File: src/rtl/branch_predictor.sv
// Direct-mapped branch target buffer with 2-bit saturating counters.
// IF queries it combinationally; ID resolves beq and sends updates and statistics.
module branch_predictor #(
  parameter int XLEN    = 32,
  parameter int ENTRIES = 16,
  parameter int CNT_W   = 32
) (
  input  logic            clk_i,
  input  logic            rst_i,
  input  logic            lookup_valid_i,
  input  logic [XLEN-1:0] lookup_pc_i,
  output logic            pred_hit_o,
  output logic            pred_taken_o,
  output logic [XLEN-1:0] pred_target_o,
  input  logic            update_valid_i,
  input  logic [XLEN-1:0] update_pc_i,
  input  logic            update_taken_i,
  input  logic [XLEN-1:0] update_target_i,
  input  logic            update_mispredict_i,
  input  logic            flush_i,
  output logic [CNT_W-1:0] branch_count_o,
  output logic [CNT_W-1:0] mispredict_count_o
);

  localparam int IDX_W = $clog2(ENTRIES);
  localparam int TAG_W = XLEN - IDX_W - 2;
  localparam logic [XLEN-1:0] PC_STEP = XLEN'(4);

  logic [ENTRIES-1:0] valid_q, valid_d;
  logic [1:0]         ctr_q    [ENTRIES];
  logic [1:0]         ctr_d    [ENTRIES];
  logic [TAG_W-1:0]   tag_q    [ENTRIES];
  logic [TAG_W-1:0]   tag_d    [ENTRIES];
  logic [XLEN-1:0]    target_q [ENTRIES];
  logic [XLEN-1:0]    target_d [ENTRIES];
  logic [CNT_W-1:0]   branch_cnt_q, branch_cnt_d;
  logic [CNT_W-1:0]   mispredict_cnt_q, mispredict_cnt_d;

  logic [IDX_W-1:0] lk_idx, up_idx;
  logic [TAG_W-1:0] lk_tag, up_tag;
  logic             up_hit;

  // Low two PC bits never address the table (instructions are word aligned).
  logic unused_pc_lsbs;
  assign unused_pc_lsbs = ^{lookup_pc_i[1:0], update_pc_i[1:0]};

  assign lk_idx = lookup_pc_i[IDX_W+1:2];
  assign lk_tag = lookup_pc_i[XLEN-1:IDX_W+2];
  assign up_idx = update_pc_i[IDX_W+1:2];
  assign up_tag = update_pc_i[XLEN-1:IDX_W+2];

  // Uninitialised tags/targets stay masked because every use is gated by valid.
  assign pred_hit_o    = lookup_valid_i & valid_q[lk_idx] & (tag_q[lk_idx] == lk_tag);
  assign pred_taken_o  = pred_hit_o & ctr_q[lk_idx][1];
  assign pred_target_o = pred_taken_o ? target_q[lk_idx] : lookup_pc_i + PC_STEP;

  assign up_hit = valid_q[up_idx] & (tag_q[up_idx] == up_tag);

  assign branch_count_o     = branch_cnt_q;
  assign mispredict_count_o = mispredict_cnt_q;

  always_comb begin
    // NOTE: every _d starts as its _q so no path leaves it unassigned (no latches).
    valid_d          = valid_q;
    ctr_d            = ctr_q;
    tag_d            = tag_q;
    target_d         = target_q;
    branch_cnt_d     = branch_cnt_q;
    mispredict_cnt_d = mispredict_cnt_q;

    if (flush_i) begin
      valid_d = '0;
    end else if (update_valid_i) begin
      if (up_hit) begin
        if (update_taken_i) begin
          if (ctr_q[up_idx] != 2'b11) ctr_d[up_idx] = ctr_q[up_idx] + 2'd1;
          target_d[up_idx] = update_target_i;
        end else if (ctr_q[up_idx] != 2'b00) begin
          ctr_d[up_idx] = ctr_q[up_idx] - 2'd1;
        end
      end else if (update_taken_i) begin
        valid_d[up_idx]  = 1'b1;
        tag_d[up_idx]    = up_tag;
        target_d[up_idx] = update_target_i;
        ctr_d[up_idx]    = 2'b10;
      end
    end

    // Statistics see every resolved branch, including one discarded by a flush.
    if (update_valid_i) begin
      if (branch_cnt_q != '1) branch_cnt_d = branch_cnt_q + CNT_W'(1);
      if (update_mispredict_i && (mispredict_cnt_q != '1))
        mispredict_cnt_d = mispredict_cnt_q + CNT_W'(1);
    end
  end

  // NOTE: state flops use non-blocking assignments; combinational logic above uses blocking.
  always_ff @(posedge clk_i) begin
    if (rst_i) begin
      valid_q          <= '0;
      branch_cnt_q     <= '0;
      mispredict_cnt_q <= '0;
      for (int i = 0; i < ENTRIES; i++) ctr_q[i] <= 2'b00;
    end else begin
      valid_q          <= valid_d;
      ctr_q            <= ctr_d;
      branch_cnt_q     <= branch_cnt_d;
      mispredict_cnt_q <= mispredict_cnt_d;
    end
  end

  // NOTE: tag/target arrays carry no reset; a cleared valid bit hides their contents.
  always_ff @(posedge clk_i) begin
    tag_q    <= tag_d;
    target_q <= target_d;
  end

endmodule

File: config.mk
export PLATFORM = sky130hd
export DESIGN_NAME = branch_predictor
export DESIGN_NICKNAME = d
export VERILOG_FILES = /design/src/rtl/branch_predictor.sv
export SDC_FILE = /design/constraint.sdc
export NUM_CORES = 1
export LEC_CHECK = 0
export CORE_ASPECT_RATIO = 1.25
export CORE_MARGIN = 2
export CORE_UTILIZATION = 65
export DETAILED_ROUTE_END_ITERATION = 10
export PLACE_DENSITY_LB_ADDON = 0.15
export SYNTH_ARGS = -nofsm -noshare
export SYNTH_HDL_FRONTEND = slang
export SYNTH_SLANG_ARGS = --single-unit
File: constraint.sdc
create_clock -name clk_i -period 9.6 [get_ports clk_i]
set_input_delay 1.92 -clock clk_i [delete_from_list [all_inputs] [get_ports clk_i]]
set_output_delay 1.92 -clock clk_i [all_outputs]
set_load 0.005 [all_outputs]
## After elaboration in Yosys (flattened, before gate mapping)

Cells that the tools add are included.
W data, S select, Z words.

| word-level totals | value |
|---|---|
| register bits after elaboration | 1040 |
| bits of input ports | 103 |
| output and inout bits | 98 |
| word-level logic and storage cells | 130 |

| operators by class | value |
|---|---|
| add/sub/neg operators | 5 |
| $lt $le $gt $ge | 6 |
| equality and inequality tests | 6 |
| multiplexer cells | 37 |
| bitwise operators | 12 |
| reduce and logical (&&, ||, !) cells | 13 |

Operators by type and width:

| operator | count |
|---|---|
| $bwmux W512 | 1 |
| $bwmux W416 | 1 |
| $mux W32 | 9 |
| $bmux W26 S4 | 2 |
| $mux W26 | 5 |
| $bmux W32 S4 | 1 |
| $demux W32 S4 | 1 |
| $demux W26 S4 | 1 |
| $add A32 B1 Y32 const B | 2 |
| $bwmux W32 | 2 |
| $ne A32 B32 Y1 const B | 2 |
| $eq A26 B26 Y1 | 2 |
| $add A32 B3 Y32 const B | 1 |
| $or A16 B16 Y16 | 2 |
| $and A16 B16 Y16 | 1 |
| $bmux W2 S4 | 2 |
| $not A16 Y16 | 1 |
| $ge A5 B5 Y1 const B | 2 |
| $lt A4 B5 Y1 const B | 2 |
| $mux W2 | 5 |
| $not A4 Y5 | 2 |
| $bmux W1 S4 | 2 |
| $demux W2 S4 | 1 |
| $reduce_and A3 Y1 | 2 |
| other kinds (16) | 27 |

## Logic depth before layout (Yosys ltp)

| depth | value |
|---|---|
| depth in word-level cells | 9 |
| mapped depth | 15 |
| mapped depth without buffers | 10 |

## Least setup slack after synthesis

OpenSTA, ideal clock, no wires.

| timing | value |
|---|---|
| path kind | input to output |
| from | input lookup_pc_i[2] |
| to | output pred_target_o[22] |
| arrival time | 5106 ps |
| data required time | 7680 ps |
| path slack | 2574 ps |
| stages | 14 |
| path buffers | 7 |
| cells stage by stage | buf_6 > buf_6 > buf_6 > buf_2 > buf_4 > buf_2 > mux4_2 > mux2i_1 > a21oi_1 > xnor2_1 > nand3_1 > nor4_4 > buf_6 > mux2_1 |

| between the ends | value |
|---|---|
| cells in the longest elaborated chain, start to end | 8 |
| elaborated cells on any way between the ends | 18 |
| those cells by class | add/sub: 1; eq/ne: 1; mux: 12; bitwise: 4 |

Ends and longest elaborated chain:

| item | RTL line | source |
|---|---|---|
| start: declaration | 11 | `input logic [XLEN-1:0] lookup_pc_i,` |
| $not A4 Y5 (not written as such) | 53, 54, 55 |  |
| $bmux W26 S4 | 53 | `assign pred_hit_o = lookup_valid_i & valid_q[lk_idx] & (tag_q[lk_idx] == lk_tag);` |
| $mux W26 (not written as such) (2 in series) | 53 |  |
| $eq A26 B26 Y1 | 53 |  |
| $and A1 B1 Y1 | 53 |  |
| $and A1 B1 Y1 | 54 | `assign pred_taken_o = pred_hit_o & ctr_q[lk_idx][1];` |
| $mux W32 * | 55 | `assign pred_target_o = pred_taken_o ? target_q[lk_idx] : lookup_pc_i + PC_STEP;` |
| end: declaration | 14 | `output logic [XLEN-1:0] pred_target_o,` |

Mark *: on every way between the ends. The rest lies on a longest branch, timed or not. The select of a mux whose other input is x is not followed.

## Worst setup path in the final report

| timing | value |
|---|---|
| from | input lookup_pc_i[2] |
| to | output pred_target_o[29] |

The elaborated chain is that of the path after synthesis.

==> results.md <==
- Max Fclk: ~120 MHz
- Synth area leader: edfxtp_1
- Post-Route WL: around 120 mm
- Pwr Density: approximately 190 mW/mm2
- Clock share of power: between 40% and 50%
- DRC Markers: 0
- Async SR Flop Fraction: 0%
- Number of setup violations in the final report: 0
- Port Buffers: 198
- Core Rows: about 110
- Post-detailed-route count of antenna-violating nets: 0
- # hold bufs at CTS: 0
- Vias in the first global route: about 27000
- Hold Crit Start: ctr_q[28]$_SDFFE_PP0P_
- Post-synth EDFFs: between 900 and 1000
- Fin Setup TNS: 0 ns
- Routed WL per cell: around 32 um
- Core box area: about 0.070 mm2
- GRT overflow: 0
- CP Launch Point: lookup_pc_i[2]
- Top-area cell type share of the netlist area: 60.9%
- Relative slew margins: between 20% and 30%
- Mapped Area: around 0.046 mm2
- Post-CTS setup buffers: 0
- Syn avg cell area: 18.1 um2
- Final clock period utilization by the worst path: 87.9%
- Die height: ~300 um
- Largest net degree at the start of global routing: approximately 130
- Switching share of power: between 20% and 30%
- Dpl ws: 1.18 ns
- Final setup margin: 1.16 ns
- Clk slew on worst S/H paths: roughly 0.060 ns
- First-pass detailed-route iteration total: 6
- Static leakage: approximately 17 nW
- Crit path kind: input port to primary output
- Final hold violation count: 0
- # resized after CTS: 0
- Netlist cell types: 63
- Clock root buffer master: clkbuf_16
- CTS Buf Count: 98
- Critical Path Start Type: input port
- Final worst path period need: around 8.4 ns
- Initial DRC count: around 3100
- RePlAce Congestion: about 0.85
- RSZ-0062 raised after global routing: false
- Req. time, crit path: roughly 7.7 ns
- Reg2reg path depth: 11
- Worst vdd ir: ~0.00019 V
- Worst-Skew Late Latency: between 0.6 and 0.7 ns
- Starting density of the core: approximately two thirds
- Synth Flop Type: edfxtp_1
- Total GRT Usage: 34.2%
- Worst R2R Start: tag_q[376]$_DFFE_PP_
- Layout cells sized above 1: between 20 and 25%
- Seq cells post-synth: 1040
- Comb power frac: slightly below 7%
- Clk_skew: roughly 0.025 ns
- Crit path DAT: 6.52 ns
- Worst Hold Class: flip-flop to flip-flop
- Hold Path Depth: 2
- Sequential power share: roughly half
- CTS tree: built
- Hpwl dp: just under 70 mm
- Vias: 26400
- CTS max path bufs: 3
- Num ports: 201
- Yosys warnings: 0
- Clk sinks: approximately 1000
- First-pass GRT wire length: around 180 mm
- Cell-internal power: around 7.6 mW
- Htree depth: 3
- Status: complete, no violations
- Psw: around 2.1 mW
- Synthesized Nets: roughly 2600
- Maximum net fanout on the critical path: 46
- Max Cap Viol: 0
- Top cells by area, synth: edfxtp_1 61%, mux4_2 18%, dfxtp_1 4.9%, mux2i_1 3.2%, xnor2_1 1.3%
- Nets: approximately 2800
- Worst slew pin tran: 1.15 ns
- Vias per std cell: approximately 7.0
- DIE AREA: 0.0726 mm2
- Fillers: approximately 3900
- Die Wd: around 240 um
- Max-slew violations: 0
- Sequential share of the synthesized area: roughly two thirds
- Post-Syn Instances: around 2500
- P&R area growth vs syn: 13.9%
- Critical Path Sink Type: primary output
- Initial antenna violation count: 13
## power groups by stage
stage / registers (mW) / logic [mW] / clock network, mW
floorplan: 5.06 / 0.393 / 0
global route: 4.97 / 0.690 / 4.23
global placement: 5.06 / 0.631 / 0
finish: 4.97 / 0.655 / 4.04
detailed placement: 5.06 / 0.644 / 0
CTS: 4.97 / 0.652 / 4.07
## kinds of logic (layout without fill, tap and decap cells)
family	after synthesis	after routing	synth area share [%]
buf+inv	194	480	1.98
mux	552	552	22.1
compound gates	172	172	2.78
xor+xnor	137	137	2.62
simple gates	423	423	4.64
other cells	0	7	0
flops	1040	1040	65.8
fa+ha+maj	5	5	0.137
## cell usage after synthesis (all sizes together) (6+ instances only)
| master | number |
|---|---|
| nand2b | 7 |
| o21ai | 13 |
| o32ai | 16 |
| edfxtp | 928 |
| nor2 | 123 |
| nand3 | 50 |
| nand4 | 29 |
| or3 | 16 |
| a41oi | 6 |
| o211a | 14 |
| nand2 | 92 |
| a221oi | 7 |
| nor4 | 11 |
| clkbuf | 72 |
| a21oi | 31 |
| and3 | 17 |
| inv | 35 |
| a211oi | 14 |
| xor2 | 68 |
| a22o | 9 |
| mux2i | 148 |
| and4 | 11 |
| dfxtp | 112 |
| a22oi | 21 |
| mux4 | 361 |
| nor3 | 10 |
| xnor2 | 69 |
| mux2 | 43 |
| and2 | 6 |
| or4 | 14 |
| a31oi | 12 |
| nor2b | 23 |
| buf | 87 |
## stage by stage
stage / cell area, um2 / hold slack, ns / total power [mW] / std cells / utilization, %
after floorplan: 45800 / 0.432 / 5.45 / 2523 / -
after global placement: 48800 / 0.439 / 5.69 / 3558 / 70.1
after detailed placement: 48800 / 0.453 / 5.71 / 3558 / 70.1
after CTS: 52100 / 0.462 / 9.69 / 3744 / 74.9
after global routing: 52100 / 0.475 / 9.89 / 3749 / 74.9
final: 52100 / 0.457 / 9.66 / 3751 / 74.9
## cells in the final DEF, fill, tap and decap left out, types with 14 or more instances in the layout
cell / netlist / routed
edfxtp_1: 928 / 928
mux4_2: 361 / 361
clkdlybuf4s50_1: 0 / 189
mux2i_1: 148 / 148
dfxtp_1: 112 / 112
nor2_1: 123 / 106
clkbuf_16: 0 / 100
nand2_1: 92 / 92
xnor2_1: 69 / 69
xor2_1: 68 / 68
buf_4: 18 / 59
nand3_1: 50 / 50
a21oi_1: 31 / 31
nand4_1: 29 / 29
mux2_1: 29 / 29
nor2b_1: 23 / 21
a22oi_1: 21 / 21
clkinv_1: 0 / 20
inv_1: 35 / 19
and3_1: 17 / 17
clkinv_2: 0 / 17
or3_1: 16 / 16
nor2_4: 0 / 16
inv_2: 0 / 16
o32ai_1: 16 / 16
clkbuf_1: 72 / 15
mux2_2: 14 / 14
a211oi_1: 14 / 14
or4_1: 14 / 14
o211a_1: 14 / 14
## cell type report
cell class	count	area, um2	share of cell area [%]
inverters	35	131	0.252
flip-flops and latches	1040	30100	57.7
multi-input cells	1289	14900	28.5
clock inverters	62	668	1.28
repair buffers	259	2480	4.76
clock buffers	124	2680	5.14
well taps	935	1170	2.24
diodes	7	17.5	0.0336
## registers in the layout (all words and copies together) (netlist names)
register,cells
valid_q,16
ctr_q,32
tag_q,416
mispredict_count_o,32
target_q,512
branch_count_o,32
## final timing paths
check                            to  slack [ns]
min          ctr_q[28]$_SDFFE_PP0P_        0.46
max reg2reg    tag_q[111]$_DFFE_PP_        4.97
max               pred_target_o[29]        1.16
min reg2reg  ctr_q[28]$_SDFFE_PP0P_        0.46
## worst max-delay path: stages
cell             delay (ns)
buf_8                  0.35
buf_12                 0.40
buf_4                  0.33
mux4_2                 0.52
nor2b_1                0.14
a211oi_1               0.28
a21oi_1                0.10
xor2_1                 0.21
or4b_1                 0.57
nor4_4                 0.15
buf_4                  0.51
mux2_1                 0.45
clkdlybuf4s50_1        0.47
## routing by layer
metal / GRT usage, % / wire length (um) / vias up
met5: 0 / 96 / -
met4: 15.8 / 5830 / 14
met3: 6.44 / 10900 / 358
met2: 57.4 / 62200 / 1659
met1: 43.8 / 41800 / 13700
li1: - / - / 10800
No activity file was read; power rests on OpenSTA's default activity.
